[src/rtl/core_ibex_dii_tracker.sv]
// DII tracker: counts injected and retired instructions, queues injected words
// and checks each retired word in order against the oldest queued entry.
module core_ibex_dii_tracker #(
   parameter int unsigned NRET     = 1,
   parameter int unsigned DEPTH    = 8,
   parameter int unsigned CNT_W    = 32,
   parameter int unsigned THROTTLE = 6
) (
   input  logic                       clk,
   input  logic                       rst,
   input  logic                       clr_i,
   input  logic                       count_en_i,
   input  logic                       instr_ack_i,
   input  logic [31:0]                instr_rdata_i,
   input  logic [NRET-1:0]            rvfi_valid_i,
   input  logic [NRET*32-1:0]         rvfi_insn_i,
   output logic [CNT_W-1:0]           instr_in_o,
   output logic [CNT_W-1:0]           instr_out_o,
   output logic [$clog2(DEPTH+1)-1:0] outstanding_o,
   output logic                       throttle_o,
   output logic                       mismatch_o,
   output logic [$clog2(NRET):0]      mismatch_lane_o,
   output logic [31:0]                mismatch_exp_o,
   output logic [31:0]                mismatch_got_o,
   output logic                       overflow_o,
   output logic                       underflow_o
);

   localparam int unsigned PW = $clog2(DEPTH);
   localparam int unsigned OW = $clog2(DEPTH+1);
   localparam int unsigned LW = $clog2(NRET) + 1;
   localparam int unsigned CW = OW + 3;

   logic [31:0]   mem [DEPTH];
   logic [PW-1:0] rd_ptr, wr_ptr;
   logic [OW-1:0] occ;

   logic [CW-1:0] slot, pops, occ_after, occ_next;
   logic          under, mm_found, push_req, push_ok;
   logic [LW-1:0] mm_lane;
   logic [31:0]   mm_exp, mm_got, head_word;

   // slot walks the valid lanes in ascending order; only pre-cycle entries are visible
   always_comb begin
      slot      = '0;
      under     = 1'b0;
      mm_found  = 1'b0;
      mm_lane   = '0;
      mm_exp    = '0;
      mm_got    = '0;
      head_word = '0;
      for (int unsigned k = 0; k < NRET; k++) begin
         if (rvfi_valid_i[k]) begin
            if (slot < CW'(occ)) begin
               head_word = mem[rd_ptr + PW'(slot)];
               if (!mm_found && head_word != rvfi_insn_i[32*k +: 32]) begin
                  mm_found = 1'b1;
                  mm_lane  = LW'(k);
                  mm_exp   = head_word;
                  mm_got   = rvfi_insn_i[32*k +: 32];
               end
            end else begin
               under = 1'b1;
            end
            slot = slot + CW'(1);
         end
      end
      pops      = under ? CW'(occ) : slot;
      occ_after = CW'(occ) - pops;
      push_req  = count_en_i & instr_ack_i;
      push_ok   = push_req && (occ_after < CW'(DEPTH));
      occ_next  = occ_after + CW'(push_ok);
   end

   always_ff @(posedge clk) begin
      if (rst || clr_i) begin
         instr_in_o      <= '0;
         instr_out_o     <= '0;
         rd_ptr          <= '0;
         wr_ptr          <= '0;
         occ             <= '0;
         mismatch_o      <= 1'b0;
         mismatch_lane_o <= '0;
         mismatch_exp_o  <= '0;
         mismatch_got_o  <= '0;
         overflow_o      <= 1'b0;
         underflow_o     <= 1'b0;
      end else begin
         if (push_req) instr_in_o <= instr_in_o + CNT_W'(1);
         instr_out_o <= instr_out_o + CNT_W'(slot);
         mismatch_o  <= count_en_i && mm_found;
         if (count_en_i) begin
            rd_ptr <= rd_ptr + PW'(pops);
            occ    <= OW'(occ_next);
            if (push_ok) wr_ptr <= wr_ptr + PW'(1);
            if (push_req && !push_ok) overflow_o <= 1'b1;
            if (under) underflow_o <= 1'b1;
            if (mm_found) begin
               mismatch_lane_o <= mm_lane;
               mismatch_exp_o  <= mm_exp;
               mismatch_got_o  <= mm_got;
            end
         end
      end
   end

   always_ff @(posedge clk) begin
      if (!(rst || clr_i) && push_ok) mem[wr_ptr] <= instr_rdata_i;
   end

   assign outstanding_o = occ;
   assign throttle_o    = (occ >= OW'(THROTTLE));

endmodule

[config.mk]
export PLATFORM = sky130hd
export DESIGN_NAME = core_ibex_dii_tracker
export DESIGN_NICKNAME = d
export VERILOG_FILES = /design/src/rtl/core_ibex_dii_tracker.sv
export SDC_FILE = /design/constraint.sdc
export NUM_CORES = 1
export LEC_CHECK = 0
export CORE_UTILIZATION = 45
export CTS_BUF_LIST = sky130_fd_sc_hd__clkbuf_4 sky130_fd_sc_hd__clkbuf_8
export DETAILED_ROUTE_END_ITERATION = 10
export PLACE_DENSITY = 0.67
export SYNTH_ARGS = -nofsm -noshare
export SYNTH_HDL_FRONTEND = slang
export SYNTH_SLANG_ARGS = --single-unit
[constraint.sdc]
create_clock -name clk -period 12.6 [get_ports clk]
set_input_delay 1.26 -clock clk [delete_from_list [all_inputs] [get_ports clk]]
set_output_delay 1.26 -clock clk [all_outputs]
set_load 0.02 [all_outputs]
Yosys cells after proc, flatten, opt, wreduce, memory -nomap -nowiden
Memory sizes are Yosys's and may differ from the RTL's. A register that Yosys moved wholly into a read port is not among the register bits.
Index checks and enable logic that the tools add are counted.
W data, S select, Z words.

cells by class
  bitwise logic cells = 1
  multiplexer cells = 17
  eq/ne operators = 1
  reductions and logical operators = 11
  add/subtract/negate cells = 6
  magnitude comparators = 3

operators with widths
  kind                     count
  $mux W32                 6
  $add A32 B1 Y32          1
  $add A32 B1 Y32 const B  1
  $ne A32 B32 Y1           1
  $mux W1                  8
  $reduce_and A2 Y1        4
  $lt A7 B4 Y1 const B     1
  $mux W3                  2
  $sub A4 B4 Y5            1
  $add A4 B2 Y4            1
  $ge A4 B3 Y1 const B     1
  $logic_and A1 B1 Y1      4
  $lt A1 B4 Y1 const A     1
  $mux W4                  1
  $add A3 B1 Y3 const B    1
  $add A3 B3 Y3            1
  $logic_not A1 Y1         2
  $and A1 B1 Y1            1
  $logic_or A1 B1 Y1       1

word-level totals
  memory bits (writable) = 256
  output and inout bits = 137
  input bits = 70
  register bits after elaboration = 141
  memories = 1
  word-level logic and storage cells = 50

memories
  name  words  bits a word  rd ports  clocked after Yosys merged registers in  write ports  RTL line  text
  mem   8      32           1         1                                        1            34        logic [31:0] mem [DEPTH];

Depth between registers and ports, before layout
  word-level depth = 10
  mapped depth = 13
  gate-level depth less buffers = 13

Worst setup path after synthesis
No wires, ideal clock.

  path kind = input to register
  start = input rvfi_valid_i
  end = memory mem[0][0] (enable)
  setup slack = 7.508 ns
  required time = 12.139 ns
  arrival time = 4.631 ns
  cell stages on the path = 6
  setup time = 0.461 ns
  path buffers = 0
  cell sequence = nor2b_1 > ha_1 > nand2_1 > xnor2_1 > or4_1 > nor3_1

on the way
  longest elaborated chain between the ends = 8
  elaborated cells between the ends (all ways) = 9
  classes of those cells = add/sub (1); order compare (1); mux (5); reduce/logical (2)

RTL lines
  item                               RTL line  text
  start: declaration                 15        input logic [NRET-1:0] rvfi_valid_i,
  $mux W1                            53        if (rvfi_valid_i[k]) begin
  $mux W4 (*)                        68        pops = under ? CW'(occ) : slot;
  $sub A4 B4 Y5 (*)                  69        occ_after = CW'(occ) - pops;
  $lt A7 B4 Y1 (*)                   71        push_ok = push_req && (occ_after < CW'(DEPTH));
  $logic_and A1 B1 Y1 (*)            71
  $logic_and A1 B1 Y1 (*)            108       if (!(rst || clr_i) && push_ok) mem[wr_ptr] <= instr_rdata_i;
  $mux W1 (*)                        108
  $mux W1 (implied by the code) (*)  108
  end: declaration                   34

Every way passes the cells marked *; elsewhere a longest branch is shown, timed or not.

==> metrics <==
clk slew on worst S/H paths 0.06 ns; core area 34900 sq um; Critical Path AT 4.89 ns; crit share post-route 0.351; Final Slew Violations 0; Total Wirelength 39.0 mm; grt ovf 0; CTS tree done; met2 GRT Util 0.345; cts hold-fix bufs 0; Synth top area share 0.477; Req. time, crit path 13.07 ns; Starting DRT DRC Count 656; Syn Area/Cell 13.9 sq um; PD cells 135 nW/um^2; hold crit path type register to register; Post-Layout Inst Area 20000 sq um; Global Route Usage Sum 0.213; area of the multi-input gates 5240 sq um; FMAX 226 MHz; post_cts resized 0; first-pass GRT wire length 58.2 mm; Area after DPL 18600 sq um; ys async rst share 0; Fin. Hold Viols 0; maxcap violations 0; DRC viols 0; RePlAce Congestion 0.850; Layout Skew 0.0305 ns; synth unique cells 45; Synth area leaders edfxtp_1 48%, dfxtp_1 18%, mux2i_1 7.6%; CTS H-Tree Depth 3; Max rail drop VDD 0.0843 mV; Setup crit start kind register; Rel. slew slack 0.169; Worst-Skew Late Latency 0.60 ns; FF+latch count, synth 400; met1 Usage GRT 0.286; fillcell total 2856; WS Path Type register to register; Yosys top cell by area edfxtp_1; vias in the first global route 10035; I/O Buffers 205; Main synth FF type edfxtp_1; Leakage 0.00644 uW; Most Used Layer, Global Route met2; wire length per cell 20.4 um; Crit path max-delay family simple AND/OR/NAND/NOR gates; GR Layer Usage met3 0.0459; Layout Nets 1481; setup total negative slack 0 ns; die height 191 um; sequential share of the synthesized area 0.656; slowest CP cell nor2b_1; max incr delay on CP 1.06 ns; most common cell in the synthesized netlist edfxtp_1; cells after synthesis 1164; Final setup viols 0; Detailed Routing Iterations Pass 1 8; CP max FO 51; register area 10600 sq um; EDFF count, synth 256; # rows 68; io pins 207; CTS max path bufs 3; critical path cell sequence buf_4 > nor2b_1 > a22oi_1 > nand2_1 > xor2_1 > nand4_1 > nor4_2 > a211oi_4 > buf_4 > mux2_1; status finished, final reports clean; share of layout cells above drive strength 1 0.129; Die ar. 36600 sq um; Mapped Area 16100 sq um; via count 10103; number of routed nets with antenna violations 0; Post-CTS Setup Inserts 0; CTS buffer count 67; RSZ-0062 raised after global routing no; largest net degree at the start of global routing 67; Cells after DPL 1787; area delta synth->final 24.2%; Finished Layout Cells 1908; Most Frequent Cell on Critical Path buf_4; CP endpoint kind register; Worst Tran Pin Value 1.24 ns; fin crit period 4.42 ns; post-DP HPWL 24.9 mm; buffers and inverters on the worst path 2; initial antenna violation count 1; CTS Sinks 400; Ys Warns 0; initial core utilization 0.462; die width 191 um; synth cell count leaders 256 x edfxtp_1, 144 x dfxtp_1, 134 x nand2_1; via/cell ratio 5.30; Root Driver clkbuf_8
-- sequential cells by signal (all words and copies together), names as in the netlist, named ones only --
register,cells
instr_in_o,32
instr_out_o,32
mem,256
mismatch_exp_o,32
mismatch_got_o,32
mismatch_o,1
outstanding_o,4
overflow_o,1
rd_ptr,3
underflow_o,1
wr_ptr,3
-- through the flow --
step	utilization	setup slack (ns)	power, uW	hold WS, ns
after floorplan	-	7.51	1480	0.485
after detailed placement	0.533	7.83	1530	0.446
final	0.574	8.18	2700	0.453
after CTS	0.574	8.01	2730	0.456
after global routing	0.574	7.80	2790	0.476
after global placement	0.533	7.90	1530	0.443
-- path summary, 6_finish.rpt --
kind                                                     start  cells after the start                              end  slack [ns]
worst min-delay path            mismatch_got_o[7]$_SDFFE_PP0P_                      2   mismatch_got_o[7]$_SDFFE_PP0P_        0.45
worst max-delay path                                  register                     10  mismatch_exp_o[24]$_SDFFE_PP0P_        8.18
worst min register to register  mismatch_got_o[7]$_SDFFE_PP0P_                      2   mismatch_got_o[7]$_SDFFE_PP0P_        0.45
worst max register to register                        register                     10  mismatch_exp_o[24]$_SDFFE_PP0P_        8.18
-- final cells by class --
cell class / count / area share
Sequential cell: 400 / 0.528
Clock inverter: 21 / 0.00925
Timing Repair Buffer: 221 / 0.109
Inverter: 13 / 0.00244
Multi-Input combinational cell: 698 / 0.262
Clock buffer: 99 / 0.0612
Tap cell: 455 / 0.0284
Antenna cell: 1 / 0.000125
-- cell usage in the layout (no fill, tap or decap), types with 9 or more instances in the layout --
| cell | n |
|---|---|
| or3_1 | 12 |
| edfxtp_1 | 256 |
| buf_4 | 16 |
| ha_1 | 9 |
| mux2_1 | 10 |
| mux4_2 | 34 |
| inv_1 | 13 |
| o21ai_0 | 14 |
| mux2_2 | 10 |
| a22oi_1 | 14 |
| xnor2_1 | 35 |
| nor2_1 | 91 |
| mux2i_1 | 123 |
| clkdlybuf4s50_1 | 205 |
| nand2_1 | 134 |
| dfxtp_1 | 142 |
| a21oi_1 | 14 |
| and2_1 | 14 |
| clkbuf_8 | 77 |
| nand4_1 | 22 |
| xor2_1 | 54 |
| nand3_1 | 31 |
| clkinv_1 | 10 |
| clkbuf_4 | 22 |
-- cells by family (layout without fill, tap and decap cells) --
family,after synthesis,in the layout,share of synthesized area
DFF,400,400,0.656
and+or+nand+nor,356,356,0.101
muxes,177,177,0.138
xor gates and xnor gates,89,89,0.0484
buffers and inverters,67,354,0.0224
AOI/OAI and AO/OA,64,64,0.0262
adders and majority gates,10,10,0.00823
other,1,3,0.000233
-- tightest hold or removal path, delay by kind of cell, from the launching register on --
kind             cells  cell delay, ns
DFF                  1            0.31
and+or+nand+nor      1            0.05
muxes                1            0.05
-- metal layers --
metal | wire [um] | share of wire
met5 | 0 | 0
met3 | 2560 | 0.066
met1 | 17200 | 0.44
met4 | 870 | 0.022
met2 | 18300 | 0.47
-- where the power goes --
part / switching [uW] / leakage, uW / internal, uW
registers: 2.60 / 0.00346 / 1400
clock network: 508 / 0.000736 / 687
logic: 60.6 / 0.00224 / 44.7
total: 571 / 0.00644 / 2130
Power figures use the tool's default switching activity.
